**config.mk**
```make
export PLATFORM = sky130hd
export DESIGN_NAME = reg_file_mp
export DESIGN_NICKNAME = d
export VERILOG_FILES = /design/src/rtl/reg_file_mp.sv
export SDC_FILE = /design/constraint.sdc
export NUM_CORES = 2
export LEC_CHECK = 0
export ABC_AREA = 1
export CORE_UTILIZATION = 45
export CTS_CLUSTER_DIAMETER = 200
export DETAILED_ROUTE_END_ITERATION = 8
export SETUP_SLACK_MARGIN = 0.2
export SLEW_MARGIN = 20
export SYNTH_ARGS = -nofsm -noshare
export SYNTH_HDL_FRONTEND = slang
export SYNTH_SLANG_ARGS = --single-unit
```
**constraint.sdc**
```tcl
create_clock -name clk -period 2 [get_ports clk]
set_clock_uncertainty 0.1 [all_clocks]
set_input_delay 0.4 -clock clk [delete_from_list [all_inputs] [get_ports clk]]
set_output_delay 0.4 -clock clk [all_outputs]
set_load 0.01 [all_outputs]
```
**src/rtl/reg_file_mp.sv**
```systemverilog
// rtl/reg_file_mp.sv - multi-port GPR file with WB/link write ports, read bypass and clear sweep
module reg_file_mp #(
  parameter int DW       = 32,
  parameter int AW       = 5,
  parameter int NREG     = 32,
  parameter int LINK_REG = 31,
  parameter int BYPASS   = 1
) (
  input  logic          clk,
  input  logic          rst_n,
  input  logic [AW-1:0] ra1,
  input  logic [AW-1:0] ra2,
  output logic [DW-1:0] rd1,
  output logic [DW-1:0] rd2,
  input  logic          we,
  input  logic [AW-1:0] wa,
  input  logic [DW-1:0] wd,
  input  logic          link_we,
  input  logic [DW-3:0] link_pc,
  input  logic          clr_req,
  output logic          clr_busy,
  output logic          wr_dropped
);

  typedef enum logic {IDLE, CLEAR} state_t;

  localparam logic [AW-1:0] LINK_A  = AW'(LINK_REG);
  localparam logic [AW-1:0] LAST_A  = AW'(NREG - 1);
  localparam bit            LINK_OK = (LINK_REG != 0) && (LINK_REG < NREG);
  localparam bit            BYP     = (BYPASS != 0);

  logic [DW-1:0] rf [NREG];
  state_t        state_q, state_d;
  logic [AW-1:0] ptr_q, ptr_d;
  logic          drop_q, drop_d;
  logic          wa_ok, ra1_ok, ra2_ok;
  logic [DW-3:0] link_inc;
  logic [DW-1:0] link_data;
  logic          byp_en;

  // Addresses at or above NREG are unimplemented; register 0 is hardwired to zero.
  if (NREG >= (1 << AW)) begin : g_full
    assign wa_ok  = (wa  != '0);
    assign ra1_ok = (ra1 != '0);
    assign ra2_ok = (ra2 != '0);
  end else begin : g_part
    localparam logic [AW-1:0] NREG_A = AW'(NREG);
    assign wa_ok  = (wa  != '0) && (wa  < NREG_A);
    assign ra1_ok = (ra1 != '0) && (ra1 < NREG_A);
    assign ra2_ok = (ra2 != '0) && (ra2 < NREG_A);
  end

  assign link_inc  = link_pc + (DW-2)'(1);
  assign link_data = {link_inc, 2'b00};
  assign byp_en    = BYP && (state_q == IDLE);

  always_ff @(posedge clk or negedge rst_n) begin
    if (!rst_n) begin
      state_q <= IDLE;
      ptr_q   <= '0;
      drop_q  <= 1'b0;
    end else begin
      state_q <= state_d;
      ptr_q   <= ptr_d;
      drop_q  <= drop_d;
    end
  end

  always_comb begin
    state_d  = state_q;
    ptr_d    = ptr_q;
    drop_d   = drop_q;
    clr_busy = 1'b0;
    case (state_q)
      IDLE: begin
        if (clr_req) begin
          state_d = CLEAR;
          ptr_d   = AW'(1);
          drop_d  = 1'b0;
        end
      end
      CLEAR: begin
        clr_busy = 1'b1;
        if ((we && wa_ok) || (link_we && LINK_OK)) drop_d = 1'b1;
        if (ptr_q == LAST_A) begin
          state_d = IDLE;
          ptr_d   = '0;
        end else begin
          ptr_d = ptr_q + AW'(1);
        end
      end
      default: state_d = IDLE;
    endcase
  end

  // Link port is written last so it overrides a WB write to the same register.
  always_ff @(posedge clk or negedge rst_n) begin
    if (!rst_n) begin
      for (int i = 0; i < NREG; i++) rf[i] <= '0;
    end else if (state_q == CLEAR) begin
      rf[ptr_q] <= '0;
    end else begin
      if (we && wa_ok)        rf[wa]     <= wd;
      if (link_we && LINK_OK) rf[LINK_A] <= link_data;
    end
  end

  always_comb begin
    rd1 = ra1_ok ? rf[ra1] : '0;
    if (byp_en) begin
      if (link_we && LINK_OK && ra1 == LINK_A) rd1 = link_data;
      else if (we && wa_ok && ra1 == wa)       rd1 = wd;
    end
  end

  always_comb begin
    rd2 = ra2_ok ? rf[ra2] : '0;
    if (byp_en) begin
      if (link_we && LINK_OK && ra2 == LINK_A) rd2 = link_data;
      else if (we && wa_ok && ra2 == wa)       rd2 = wd;
    end
  end

  assign wr_dropped = drop_q;

endmodule

```
==> impl_metrics.toml <==
[hold_path]
hp-start = "wd[17]"
hold_depth = 3
hold_class = "in2reg"
min_to = "rf[17]$_DFFE_PN0P_"

[status]
violations = "negative setup slack"
status = "finished with violations"

[power]
design_power_total_uw = 74500
p_leak_uw = 0.0395
ir_drop_uv = 824
power_density_nw_per_um2 = 861

[timing]
worst_pin_slew_ns = 0.599
fmax_mhz = 344
hold_ws_ns = 0.306
timing.final.ws_setup_ns = -0.904
layout_min_cycle_time_ns = 2.90
slew_headroom_pct = 60.1
slew_viol_final = 0
hold_viol_final = 0
setup_violations = 940
rsz0062_at_grt = "true"
period_share_pct = 145
finalSetupTns_ns = -165.86

[synthesis]
synth_most_common_cell = "nand2_1"
ys_types = 36
synth_flop_cell = "dfrtp_1"
synth_area_leaders = "dfrtp_1, o21ai_0, nand3_1"
synth_sequential_area_ratio_pct = 43.7
ys_top_cells_by_count = "nand2_1, o21ai_0, nand3_1"
synth_nets = 8113
ys_warn_count = 0
synth-edff-count = 0
synth.cell_area_um2 = 59000
yosys.area.top_type_share_pct = 43.7
synth-seq-cells = 1031
async_reset_ff_share_pct = 100
synth.avg_cell_area_um2 = 7.35
yosysTopAreaCell = "dfrtp_1"
synthCells = 8025

[grt]
grt_pass1_wl_um = 419000
busiest_layer = "met2"
grt_overflow_total = 0
grt_max_degree = 74
use_met3_pct = 6.61
track_usage_pct = 42.1
use_met2_pct = 62.9
grt_pass1_vias = 64300
met1_usage_pct = 55.6
antenna_found_initial = 5

[clocking]
cts_max_path_buffers = 3
clkSlewWorstSetupHoldPaths_ns = 0.06
h-tree-depth = 3
cts.sink_count = 1031
clkLatencyLatePin_ns = 0.74
numCtsBuffers = 120
cts_tree = "yes"
cts_root_buf = "clkbuf_16"

[setup_path]
setup.worst_path.end_class = "output port"
regToRegSetupSlack_ns = -0.33
cpPeakStageDelay_ns = 0.38
cp-start-kind = "flip-flop"
crit_fanout = 3
cp_num_buf_inv = 3
crit_chain = "inv_2 -> a21oi_2 -> o21ai_1 -> o21ai_2 -> a21oi_2 -> buf_4 -> nand3_4 -> nand3_4 -> a21oi_4 -> buf_6"
reg2reg_to = "rf[260]$_DFFE_PN0P_"
crit_required_ns = 1.50
crit_family = "compound AO/OA/AOI/OAI gates"
r2r-start = "state_q$_DFF_PN0_"
r2r_cells = 13
path_class = "reg2out"
slowest_stage = "dfrtp_1"
arrival_ns = 2.40

[drt]
first_pass_iters = 6
vias = 68700
ant_nets = 0
vias_per_cell = 6.28
drc = 0
routedWlPerCell_um = 26.9
drtIter0Drc = 9688
postRouteWirelength_um = 294000

[layout]
layout-drive-gt1-share_pct = 33.2
fin_nets = 9176
syn2layout_area_growth_pct = 46.7

[placement]
place.gp.congestion = 0.983
place_hpwl_um = 188000
io_buffers = 147
pre_cts_slack_ns = -1.83

[floorplanning]
die-width_um = 364
coreArea_um2 = 130000
die_h_um = 364
ios = 148
dieArea_um2 = 133000
initial_core_util_pct = 45.4
core.rowCount = 132

[job]
max_cap_violations = 0
## worst min-delay path: stages
cell             delay [ns]
clkdlybuf4s50_1        0.49
a22oi_1                0.09
o21ai_0                0.13
## area by class of cell
cell class                 instances  area, um2
antenna                            2       5.00
clock buffer                     175       3450
clock inverter                    54        736
fill                           10800      43300
inverter                         784       3080
multi-input combinational       5445      33000
sequential                      1031      25800
tap                             1742       2180
timing repair buffer            1704      18300
timing repair inverter             2       20.0
## placed cells by master, fill, tap and decap left out, drive strengths merged, types with 4 or more instances in the layout
cell type,instances
a211oi,4
a21oi,858
a22o,8
a22oi,7
buf,1595
bufbuf,10
bufinv,14
clkbuf,202
clkdlybuf4s50,45
clkinv,36
clkinvlp,6
dfrtp,1031
dlygate4sd2,24
ha,6
inv,784
nand2,1220
nand3,1096
nand3b,4
nand4,28
nor2,198
nor3,26
o211ai,149
o21ai,1192
o22ai,618
xnor2,10
xor2,15
## report_power, final
part	switching, uW	leakage [uW]	total (uW)	internal [uW]
clock	9880	0.00205	23600	13700
combinational	14200	0.0233	24900	10700
sequential	1940	0.0142	26100	24100
total	26000	0.0395	74500	48500
## registers in the layout, summed over array words and instances (netlist names)
signal,cells
ptr_q,5
rf,1024
state_q,1
wr_dropped,1
## through the flow
step | area (um2) | utilization (%) | instances
2_1_floorplan | 60400 | - | 8025
3_3_place_gp | 73500 | 56.6 | 10500
3_5_place_dp | 73500 | 56.6 | 10500
4_1_cts | 82900 | 63.8 | 10900
5_1_grt | 86500 | 66.7 | 10900
6_report | 86500 | 66.7 | 10900
## repair_timing
item                        CTS  global route
pin swaps                   429           419
resized for setup          1348           782
hold endpoints to repair    926             0
hold buffers                  1             0
buffers inserted             88            38
cloned                       34            31
setup endpoints to repair  1079          1090
## logic make-up after synthesis
kind of cell               synth area share [%]
AOI/OAI and AO/OA                          26.1
xor gates and xnor gates                  0.371
adders and majority gates                 0.127
buffers and inverters                      10.6
DFF                                        43.7
and+or+nand+nor                            19.1
## worst max path at each step
| stage | from | end | slack [ns] | cells after the start |
|---|---|---|---|---|
| finish | rf[585]$_DFFE_PN0P_ | rd1[9] | -0.90 | 10 |
| detailed placement | ra1[3] | rd1[8] | -1.83 | 10 |
| floorplan | ra2[0] | rd2[16] | -0.11 | 10 |
| global route | rf[981]$_DFFE_PN0P_ | rd1[21] | -0.97 | 13 |
| global placement | ra1[3] | rd1[8] | -1.82 | 10 |
| CTS | rf[949]$_DFFE_PN0P_ | rd1[21] | -0.96 | 13 |
## per-layer routing
| metal | vias to the layer above | share of wire, % |
|---|---|---|
| met5 | - | 0 |
| met4 | 0 | 8.2 |
| met3 | 1017 | 10 |
| met2 | 4512 | 43 |
| met1 | 33300 | 38 |
| li1 | 30000 | - |
Note: power is estimated with default switching activity, not from simulation.
